**config.mk**
```make
export PLATFORM = sky130hd
export DESIGN_NAME = ncl_alu_seq
export DESIGN_NICKNAME = d
export VERILOG_FILES = /design/src/rtl/ncl_pkg.sv /design/src/rtl/ncl_alu_digit.sv /design/src/rtl/ncl_alu_seq.sv
export SDC_FILE = /design/constraint.sdc
export NUM_CORES = 1
export LEC_CHECK = 0
export ABC_AREA = 1
export CORE_MARGIN = 2
export CORE_UTILIZATION = 43
export DETAILED_ROUTE_END_ITERATION = 10
export GPL_TIMING_DRIVEN = 0
export HOLD_SLACK_MARGIN = 0.08
export PLACE_DENSITY = 0.68
export SKIP_LAST_GASP = 1
export SLEW_MARGIN = 20
export SYNTH_ARGS = -nofsm -noshare
export SYNTH_HDL_FRONTEND = slang
export SYNTH_SLANG_ARGS = --single-unit
```
**constraint.sdc**
```tcl
create_clock -name clk -period 3.3 [get_ports clk]
set_input_delay 0.825 -clock clk [delete_from_list [all_inputs] [get_ports clk]]
set_output_delay 0.825 -clock clk [all_outputs]
set_load 0.01 [all_outputs]
```
**src/rtl/ncl_pkg.sv**
```systemverilog
// Shared dual-rail (NULL convention logic) encodings, opcodes, FSM states and
// bus helpers used by the digit-serial ALU.
package ncl_pkg;

    localparam logic [1:0] NCL_NULL = 2'b00;
    localparam logic [1:0] NCL_D0   = 2'b01;
    localparam logic [1:0] NCL_D1   = 2'b10;
    localparam logic [1:0] NCL_ILL  = 2'b11;

    localparam logic [1:0] OP_ADD = 2'b00;
    localparam logic [1:0] OP_SUB = 2'b01;
    localparam logic [1:0] OP_AND = 2'b10;
    localparam logic [1:0] OP_XOR = 2'b11;

    // Widest bus the helpers accept; callers zero-extend (pad with NULL pairs).
    localparam int NCL_MAXW = 64;

    typedef enum logic [1:0] {
        WAIT_DATA = 2'd0,
        COMPUTE   = 2'd1,
        OUT_DATA  = 2'd2,
        OUT_NULL  = 2'd3
    } state_t;

    // True when the low n pairs all carry DATA0 or DATA1.
    function automatic logic ncl_all_data(input logic [2*NCL_MAXW-1:0] x, input int n);
        logic ok;
        ok = 1'b1;
        for (int i = 0; i < NCL_MAXW; i++) begin
            if (i < n && (x[2*i +: 2] == NCL_NULL || x[2*i +: 2] == NCL_ILL))
                ok = 1'b0;
        end
        return ok;
    endfunction

    function automatic logic ncl_all_null(input logic [2*NCL_MAXW-1:0] x);
        return (x == '0);
    endfunction

    function automatic logic ncl_any_ill(input logic [2*NCL_MAXW-1:0] x);
        logic ill;
        ill = 1'b0;
        for (int i = 0; i < NCL_MAXW; i++) begin
            if (x[2*i +: 2] == NCL_ILL)
                ill = 1'b1;
        end
        return ill;
    endfunction

    // Encodes the low n bits as DATA pairs; pairs above n stay NULL.
    function automatic logic [2*NCL_MAXW-1:0] ncl_enc(input logic [NCL_MAXW-1:0] v, input int n);
        logic [2*NCL_MAXW-1:0] x;
        x = '0;
        for (int i = 0; i < NCL_MAXW; i++) begin
            if (i < n)
                x[2*i +: 2] = v[i] ? NCL_D1 : NCL_D0;
        end
        return x;
    endfunction

    // Only meaningful on complete DATA: the true rail of each pair is the bit.
    function automatic logic [NCL_MAXW-1:0] ncl_dec(input logic [2*NCL_MAXW-1:0] x);
        logic [NCL_MAXW-1:0] v;
        v = '0;
        for (int i = 0; i < NCL_MAXW; i++)
            v[i] = x[2*i+1];
        return v;
    endfunction

endpackage

```
**src/rtl/ncl_alu_digit.sv**
```systemverilog
// Combinational DIGIT-bit ALU slice. Exposes the carry into its MSB so the
// final digit can derive signed overflow.
module ncl_alu_digit
    import ncl_pkg::*;
#(
    parameter int DIGIT = 1
) (
    input  logic [DIGIT-1:0] a,
    input  logic [DIGIT-1:0] b,
    input  logic [1:0]       op,
    input  logic             ci,
    output logic [DIGIT-1:0] r,
    output logic             co,
    output logic             cm
);

    logic [DIGIT-1:0] bx;
    logic [DIGIT-1:0] sum;
    logic             cc;

    always_comb begin
        bx  = (op == OP_SUB) ? ~b : b;
        sum = '0;
        cc  = ci;
        cm  = ci;
        for (int i = 0; i < DIGIT; i++) begin
            if (i == DIGIT - 1)
                cm = cc;
            sum[i] = a[i] ^ bx[i] ^ cc;
            cc     = (a[i] & bx[i]) | (a[i] & cc) | (bx[i] & cc);
        end
        co = cc;
        case (op)
            OP_AND:  r = a & b;
            OP_XOR:  r = a ^ b;
            default: r = sum;
        endcase
    end

endmodule

```
**src/rtl/ncl_alu_seq.sv**
```systemverilog
// Digit-serial dual-rail ALU wrapped in a clocked four-phase NULL/DATA
// wavefront handshake; one DIGIT-bit slice is reused WIDTH/DIGIT times.
module ncl_alu_seq
    import ncl_pkg::*;
#(
    parameter int WIDTH = 8,
    parameter int DIGIT = 1
) (
    input  logic               clk,
    input  logic               rst,
    input  logic [2*WIDTH-1:0] a,
    input  logic [2*WIDTH-1:0] b,
    input  logic [3:0]         opr,
    input  logic               ki,
    output logic               ko,
    output logic [2*WIDTH-1:0] soma,
    output logic [1:0]         of,
    output logic [1:0]         zero,
    output logic [1:0]         neg,
    output logic               err
);

    localparam int NDIG = WIDTH / DIGIT;
    localparam int CW   = $clog2(NDIG + 1);

    generate
        if (DIGIT < 1 || WIDTH % DIGIT != 0) begin : g_bad_digit
            $error("ncl_alu_seq: WIDTH must be a multiple of DIGIT");
        end
        if (WIDTH > NCL_MAXW) begin : g_bad_width
            $error("ncl_alu_seq: WIDTH exceeds NCL_MAXW");
        end
    endgenerate

    // Handshake: ko=1 asks upstream for DATA, ko=0 asks for NULL. A DATA
    // wavefront is taken only when every input pair is DATA and ko=1; the
    // result is held as DATA until ki=0, and the next DATA is accepted only
    // after ki=1 and a full NULL wavefront on the inputs.
    state_t           state, state_n;
    logic [WIDTH-1:0] a_sr, b_sr, res_sr;
    logic [1:0]       op_r;
    logic             carry;
    logic             ovf_r;
    logic [CW-1:0]    cnt;

    logic             in_data, in_null, in_ill;
    logic [DIGIT-1:0] d_res;
    logic             d_co, d_cm;

    assign in_data = ncl_all_data((2*NCL_MAXW)'(a), WIDTH)
                   & ncl_all_data((2*NCL_MAXW)'(b), WIDTH)
                   & ncl_all_data((2*NCL_MAXW)'(opr), 2);
    assign in_null = ncl_all_null((2*NCL_MAXW)'(a))
                   & ncl_all_null((2*NCL_MAXW)'(b))
                   & ncl_all_null((2*NCL_MAXW)'(opr));
    assign in_ill  = ncl_any_ill((2*NCL_MAXW)'(a))
                   | ncl_any_ill((2*NCL_MAXW)'(b))
                   | ncl_any_ill((2*NCL_MAXW)'(opr));

    ncl_alu_digit #(.DIGIT(DIGIT)) u_digit (
        .a  (a_sr[DIGIT-1:0]),
        .b  (b_sr[DIGIT-1:0]),
        .op (op_r),
        .ci (carry),
        .r  (d_res),
        .co (d_co),
        .cm (d_cm)
    );

    always_ff @(posedge clk or posedge rst) begin
        if (rst)
            state <= WAIT_DATA;
        else
            state <= state_n;
    end

    // COMPUTE runs NDIG digit cycles plus one cycle to load the output word.
    always_comb begin
        state_n = state;
        case (state)
            WAIT_DATA: if (!in_ill && in_data)     state_n = COMPUTE;
            COMPUTE:   if (cnt == CW'(NDIG))       state_n = OUT_DATA;
            OUT_DATA:  if (!ki)                    state_n = OUT_NULL;
            OUT_NULL:  if (ki && in_null)          state_n = WAIT_DATA;
            default:                               state_n = WAIT_DATA;
        endcase
    end

    always_ff @(posedge clk or posedge rst) begin
        if (rst) begin
            a_sr   <= '0;
            b_sr   <= '0;
            res_sr <= '0;
            op_r   <= OP_ADD;
            carry  <= 1'b0;
            ovf_r  <= 1'b0;
            cnt    <= '0;
            ko     <= 1'b1;
            soma   <= '0;
            of     <= NCL_NULL;
            zero   <= NCL_NULL;
            neg    <= NCL_NULL;
            err    <= 1'b0;
        end else begin
            ko <= (state_n == WAIT_DATA);
            case (state)
                WAIT_DATA: begin
                    if (in_ill) begin
                        err <= 1'b1;
                    end else if (in_data) begin
                        a_sr  <= WIDTH'(ncl_dec((2*NCL_MAXW)'(a)));
                        b_sr  <= WIDTH'(ncl_dec((2*NCL_MAXW)'(b)));
                        op_r  <= 2'(ncl_dec((2*NCL_MAXW)'(opr)));
                        carry <= (2'(ncl_dec((2*NCL_MAXW)'(opr))) == OP_SUB);
                        cnt   <= '0;
                    end
                end
                COMPUTE: begin
                    if (cnt != CW'(NDIG)) begin
                        a_sr   <= a_sr >> DIGIT;
                        b_sr   <= b_sr >> DIGIT;
                        res_sr <= (res_sr >> DIGIT) | (WIDTH'(d_res) << (WIDTH - DIGIT));
                        carry  <= d_co;
                        cnt    <= cnt + CW'(1);
                        if (cnt == CW'(NDIG - 1))
                            ovf_r <= ~op_r[1] & (d_cm ^ d_co);
                    end else begin
                        // Whole output word flips to DATA on a single edge.
                        soma <= (2*WIDTH)'(ncl_enc(NCL_MAXW'(res_sr), WIDTH));
                        of   <= ovf_r ? NCL_D1 : NCL_D0;
                        zero <= (res_sr == '0) ? NCL_D1 : NCL_D0;
                        neg  <= res_sr[WIDTH-1] ? NCL_D1 : NCL_D0;
                    end
                end
                OUT_DATA: begin
                    if (!ki) begin
                        soma <= '0;
                        of   <= NCL_NULL;
                        zero <= NCL_NULL;
                        neg  <= NCL_NULL;
                    end
                end
                default: ;
            endcase
        end
    end

endmodule

```
==> flow_results.org <==
** Logic synthesis
- The synthesized design spends more area on one cell type than any other, namely dfrtp_1.
- Of all flip-flops after synthesis, the portion carrying an async set or reset was 1.00.
- Sequential element share of the synthesized area :: 0.422
- The most used flip-flop cell after synthesis is dfrtp_1.
- Yosys mapped the design onto 31 distinct sky130hd cell types.
- The synthesized design contains 0 enable-type register cells.
- Mapped Area :: 3330 sq um
- The cell count after synthesis came out at approximately 400.
- The share of synthesized area in the top cell type comes to 0.414.
- After synthesis the netlist holds a flip-flop and latch count of 56.
- Warnings from Yosys :: 0
- After synthesis, the most frequently instantiated cells are nand2_1 (93), inv_1 (57), dfrtp_1 (55), nand3_1 (44), ha_1 (39).
- A synthesized cell averages between 8 and 9 sq um.
- Syn_nets :: 488
- By area the synthesized netlist is led by dfrtp_1 (41%), ha_1 (15%), nand2_1 (10%).
- By instance count, the leading cell after synthesis is nand2_1.

** Placed design
- Routability-driven placement finished with a final weighted congestion of between 0.8 and 0.9.
- The HPWL after detailed placement is approximately 5.7 mm.
- I/O Buffers :: 62
- Placed Instances :: 573

** Detailed routing
- The detailed router finished its first iteration with roughly 170 violations.
- Post-detailed-route DRC marker count :: 0
- The detailed router placed 2854 vias in this run.
- Wire length per cell after detailed routing :: 12.6 microns
- For this run, the detailed router's first-pass iteration total came to 4.
- Via density per instance :: 4.91
- Wires add up to 7.30 mm.
- In this run the remaining antenna-violating nets after routing total 0.

** Clock tree
- In this run the deepest clock path goes through 2 buffers.
- Post-CTS setup-driven buffer insertion count :: 0
- Number of buffers inserted for hold repair after clock tree synthesis :: 0
- Clock input transition at the sequential cells of the worst setup and hold paths :: 0.10 ns
- Clock buffer count from CTS :: 5
- TritonCTS built the clock tree.
- The root buffer cell chosen for the clock tree is clkbuf_8.
- # resized after CTS :: 0
- Insertion delay to the later sink of the worst-skew pair :: 0.31 ns
- Counting every sink on the clock net gives 56.
- The H-tree was split into 2 levels.

** Power
- In this run the power density over the cells is 426 nW/um^2.
- Across the VDD grid, the largest voltage drop is 197 uV.
- Switching power total :: 494 uW
- Static leakage power :: 0.00201 uW
- Internal power comes to approximately 1300 uW.
- Portion of total power attributed to sequential cells :: 0.483
- Switching share of power :: 0.278
- Share of power burned in the clock network :: 0.208
- Portion of total power attributed to combinational logic :: 0.310

** GRT
- Entering global routing, the biggest net connects 57 pins.
- Antenna violations before repair :: 0
- Total grt overflow :: 0
- Wire length of the first global-routing pass :: about 12 mm
- Total GRT Usage :: 0.183
- The via count of the first global-routing pass is approximately 2.6k.

** Run status
- The run finished with clean final reports.

** STA
- Part of the cycle the worst path needs :: 0.748
- Unrepaired setup endpoints after global routing :: no
- Setup violations remaining at the end of the flow were counted as 0.
- The max-slew violation count came to 0.
- Setup total negative slack on the finished layout was measured at 0 ns.
- Worst Skew :: 0.00870 ns
- In this run the tightest slew margin relative to its limit is 0.545.
- The clock period could shrink to around 2.5 ns.
- Timing would allow up to 405 MHz.
- At the pin with the least slew margin, the transition time is 0.683 ns.
- The final hold violation count was 0.
- Final hold analysis gives a worst-case slack of between 0.4 and 0.5 ns.

** Setup path
- Family of cells with the greatest summed delay on the critical path :: simple AND/OR/NAND/NOR gates
- Startpoint of the worst register-to-register path :: op_r[1]
- STA classifies the critical path startpoint as an input port.
- Data on the critical path arrives at its endpoint at 2.72 ns.
- Following the worst setup path forward leads to its endpoint at carry.
- In this run the worst setup path begins at opr[3].
- Delay of the slowest critical-path stage :: 0.54 ns
- The critical path is of the in2reg type.
- Crit path top cell by count :: nand2_1
- Cells along the critical path :: clkdlybuf4s50_1 -> inv_1 -> ha_1 -> nand2_1 -> nor2_1 -> nand3_1 -> nor2_2 -> nand2_4 -> nand2_4 -> buf_8 -> nand2_1 -> nand2_1
- Reg-to-Reg End :: ovf_r
- The critical path contains buffers and inverters numbering 3 combined.
- On the critical path, the stage with the largest delay is an instance of clkdlybuf4s50_1.
- The critical path crosses 12 cells after its start point.
- Reg2Reg Setup Slack :: 1.64 ns
- Required arrival time at the worst endpoint :: ~3.6 ns
- Counting cells, the worst reg-to-reg path comes to 8.
- Maximum net fanout on the critical path :: 10
- Critical Path Sink Type :: flop

** Final layout
- At the end of the flow, the number of nets in the layout was 557.
- Compared with the post-synthesis result, the final layout area differs by 25.1%.
- The finished layout holds between 500 and 600 standard cells, fillers aside.
- 0 antenna diodes ended up in the layout.
- Of the cells placed in the final design, the portion with a size suffix greater than 1 is 0.0668.
- Utilization after layout :: 0.547

** Floorplan
- The die is between 90 and 100 microns tall.
- Count of boundary I/O pins :: 63
- Die W :: between 90 and 100 microns
- The total area inside the core boundary comes to between 7000 and 8000 sq um.
- Die area :: 8460 sq um
- The initial utilization of the core area, before any placement, comes to 0.437.
- # rows :: 32

** Worst hold path
- Tightest Hold Check Type :: reg2reg
- The worst hold path begins at res_sr[7].
- Cell count of the worst hold path :: 1

** Run
- Max-cap violations in this run came to 0.
through the flow:
step / power [uW] / setup slack, ns / instance area [sq um]
final: 1770 / 0.831 / 4160
after global routing: 1890 / 0.681 / 4160
after CTS: 1790 / 0.833 / 4160
after detailed placement: 1430 / 0.503 / 4080
after global placement: 1410 / 0.0856 / 4080
after floorplan: 1090 / 1.11 / 3330
cells in the final DEF (no fill, tap or decap), types with 3 or more instances in the layout:
| master | count |
|---|---|
| a21oi_1 | 5 |
| buf_2 | 8 |
| buf_4 | 4 |
| clkbuf_1 | 5 |
| clkbuf_8 | 5 |
| clkdlybuf4s50_1 | 62 |
| dfrtp_1 | 55 |
| ha_1 | 39 |
| inv_1 | 56 |
| inv_2 | 3 |
| nand2_1 | 93 |
| nand3_1 | 44 |
| nand4_1 | 5 |
| nor2_1 | 29 |
| o21ai_0 | 26 |
| o21ai_1 | 16 |
sequential cells by signal, summed over array words and instances (netlist names):
register	flops
a_sr	8
b_sr	8
carry	1
cnt	4
err	1
ko	1
of	2
op_r	2
ovf_r	1
res_sr	8
soma	16
state	2
zero	2
layer usage:
layer,vias up,GRT usage,part of all wire
met3,9,0.0271,0.053
met1,1331,0.259,0.46
li1,1434,-,-
met2,80,0.301,0.48
met5,-,0,0
met4,0,0.0398,0.013
cell type report:
type	instances	area, sq um
Tap cell	102	128
Fill cell	723	3440
Timing Repair Buffer	62	621
Inverter	60	228
Clock buffer	6	72.6
Multi-Input combinational cell	275	1590
Clock inverter	2	12.5
Sequential cell	56	1400
Buffer	18	111
worst min path at each step:
stage	end	slack [ns]
2_1_floorplan	soma[14]	0.43
3_3_place_gp	soma[14]	0.43
3_5_place_dp	soma[14]	0.45
4_1_cts	soma[14]	0.46
5_1_grt	soma[14]	0.48
6_report	soma[14]	0.45
power by group through the flow:
stage                     Sequential, uW  Combinational (uW)  Clock [uW]
final                                856                 549         368
after global routing                 874                 608         405
after floorplan                      921                 168           0
after detailed placement             873                 556           0
after CTS                            858                 557         378
after global placement               867                 547           0
cell families (layout without fill, tap and decap cells):
| kind of cell | after synthesis | count (layout) | share of synthesized area |
|---|---|---|---|
| AO/OA/AOI/OAI | 54 | 54 | 0.0869 |
| buffers and inverters | 78 | 148 | 0.101 |
| AND/OR/NAND/NOR | 179 | 179 | 0.232 |
| flip-flops | 56 | 56 | 0.422 |
| adder cells (fa/ha/maj) | 40 | 40 | 0.153 |
| XOR/XNOR | 2 | 2 | 0.00527 |
(Power assumes the default switching activity.)
==> RTL edit: new RTL, config.mk and constraints unchanged <==
Register the output `soma` once more, with the module's reset; this adds one clock of latency there. The other outputs are not delayed to match.
--- a/src/rtl/ncl_alu_seq.sv
+++ b/src/rtl/ncl_alu_seq.sv
@@ -24,2 +24,4 @@
     localparam int CW   = $clog2(NDIG + 1);
+
+    logic [2*WIDTH-1:0] soma_s0;
 
@@ -98,3 +100,3 @@
             ko     <= 1'b1;
-            soma   <= '0;
+            soma_s0 <= '0;
             of     <= NCL_NULL;
@@ -128,3 +130,3 @@
                         // Whole output word flips to DATA on a single edge.
-                        soma <= (2*WIDTH)'(ncl_enc(NCL_MAXW'(res_sr), WIDTH));
+                        soma_s0 <= (2*WIDTH)'(ncl_enc(NCL_MAXW'(res_sr), WIDTH));
                         of   <= ovf_r ? NCL_D1 : NCL_D0;
@@ -136,3 +138,3 @@
                     if (!ki) begin
-                        soma <= '0;
+                        soma_s0 <= '0;
                         of   <= NCL_NULL;
@@ -147,2 +149,10 @@
 
+    always_ff @(posedge clk or posedge rst) begin
+        if (rst) begin
+            soma <= '0;
+        end else begin
+            soma <= soma_s0;
+        end
+    end
+
 endmodule
Formal check against the unedited RTL: no difference found for any inputs over 10 cycles, from zero or initial values and one cycle with rst high; that may be too few to reach the edited logic, so the function may still have changed.
==> RTL edit against the unedited design <==
- synthesized cell count grew 6.6%
- largest cell class is now flip-flops and latches
- sequential cell count increased by 16
- design area up 15%
- utilization up 0.94 points
- clock skew fell by 0.0018 ns
- wire length up 12%
- worst setup slack better by 0.027 ns
- synthesized area rose by 13%
Power is not compared: it rests on default switching activity, and its combinational part moved more than twofold at a synthesized area within 25%.
==> RTL edit: results (changes against the unedited design) <==
DP Area: 4550 µm² (+12%)
H-tree Lvls: 3 (+1)
Hold_ws: 0.379 ns (-0.0713 ns)
CTS buffer count: 9 (+4)
Total Routed Length: 8200 µm (+12%)
Tot GR Track Use: 0.178 (-0.00516)
Iteration-0 DRC Markers: 145 (-16%)
Status: complete, no violations
Slew headroom: 0.689 (+0.145)
Via Count: 3,099 (+8.6%)
Delay-heaviest family, CP: buffers and inverters
DRT Pass-1 Iters: 6 (+2)
Worst skew pair latency: 0.34 ns (+0.03 ns)
Met2 wire length: 4150 µm (+19%)
Dpl hpwl: 6350 µm (+12%)
RePlAce Congestion: 0.844 (+3.4%)
Flop-to-flop setup slack: 1.60 ns (-0.04 ns)
Fraction of layout cells with a size suffix above 1: 0.0816 (+0.0147)
Met3 Track Usage GR: 0.0424 (+0.0153)
Clock Pin Slew Worst Setup and Hold Paths: 0.08 ns (-0.02 ns)
GRT met2 Usage: 0.314 (+0.0127)
Syn nets: 515 (+5.5%)
# nets final: 589 (+5.7%)
Synth cell count leaders: nand2_1 (100), dfrtp_1 (71), inv_1 (53), nand3_1 (51), o21ai_0 (40)
Critical Path AT: 2.67 ns (-0.05 ns)
Maximum number of pins on one net before global-route repair: 45 (-21%)
Worst hold path class: flop to flop
Met3 wire length: 419 µm (+7.7%)
Vias in the first global route: 3,080 (+16%)
Cell variety after synth: 28 (-9.7%)
Met1 wire length: 3500 µm (+5.4%)
Largest cells by area after synthesis: dfrtp_1 (47%), ha_1 (13%), nand2_1 (9.9%)
Clock Skew: 0.00694 ns (-0.00176 ns)
Post-synthesis sequential area ratio: 0.478 (+0.0560)
First-pass GRT wire length: 13,900 µm (+11%)
GR Layer Usage met1: 0.217 (-0.0420)
-- RTL edit: area by class of cell --
class                           instances  area [µm²]
Sequential cell                        72        1800
Fill cell                             789        3830
Timing Repair Buffer                   63         641
Clock inverter                          6         116
Tap cell                              108         135
Multi-Input combinational cell        289        1650
Buffer                                 18         106
Inverter                               57         216
Clock buffer                           10         138
-- RTL edit: power by group through the flow --
stage / logic [mW] / clock network [mW] / registers [mW]
floorplan: 0.0640 / 0 / 0.899
global placement: 0.135 / 0 / 0.899
detailed placement: 0.143 / 0 / 0.899
CTS: 0.144 / 0.878 / 0.882
global route: 0.161 / 0.915 / 0.882
finish: 0.141 / 0.868 / 0.882
-- RTL edit: path summary, 6_finish.rpt --
path	from	to	cells past startpoint
worst max-delay path	b[15]	a_sr[7]	11
worst min-delay path	soma_s0[4]	soma[4]	0
worst max register to register	op_r[1]	ovf_r	8
worst min register to register	soma_s0[4]	soma[4]	0
max in group asynchronous	rst	soma_s0[13]	3
min in group asynchronous	rst	err	2
-- RTL edit: logic make-up (layout without fill, tap and decap cells) --
logic type / count (synthesis) / in the layout / share of synthesized area
and+or+nand+nor: 195 / 195 / 0.226
AOI/OAI and AO/OA: 52 / 52 / 0.0719
xor gates and xnor gates: 2 / 2 / 0.00464
buffers and inverters: 75 / 154 / 0.0848
DFF: 72 / 72 / 0.478
adders and majority gates: 40 / 40 / 0.135
-- RTL edit: stage by stage --
step / cells / setup TNS [ns] / worst slack (ns)
2_1_floorplan: 436 / 0 / 0.652
3_3_place_gp: 606 / -36.56 / -0.517
3_5_place_dp: 607 / 0 / 0.497
4_1_cts: 623 / 0 / 0.858
5_1_grt: 623 / 0 / 0.687
6_report: 623 / 0 / 0.857
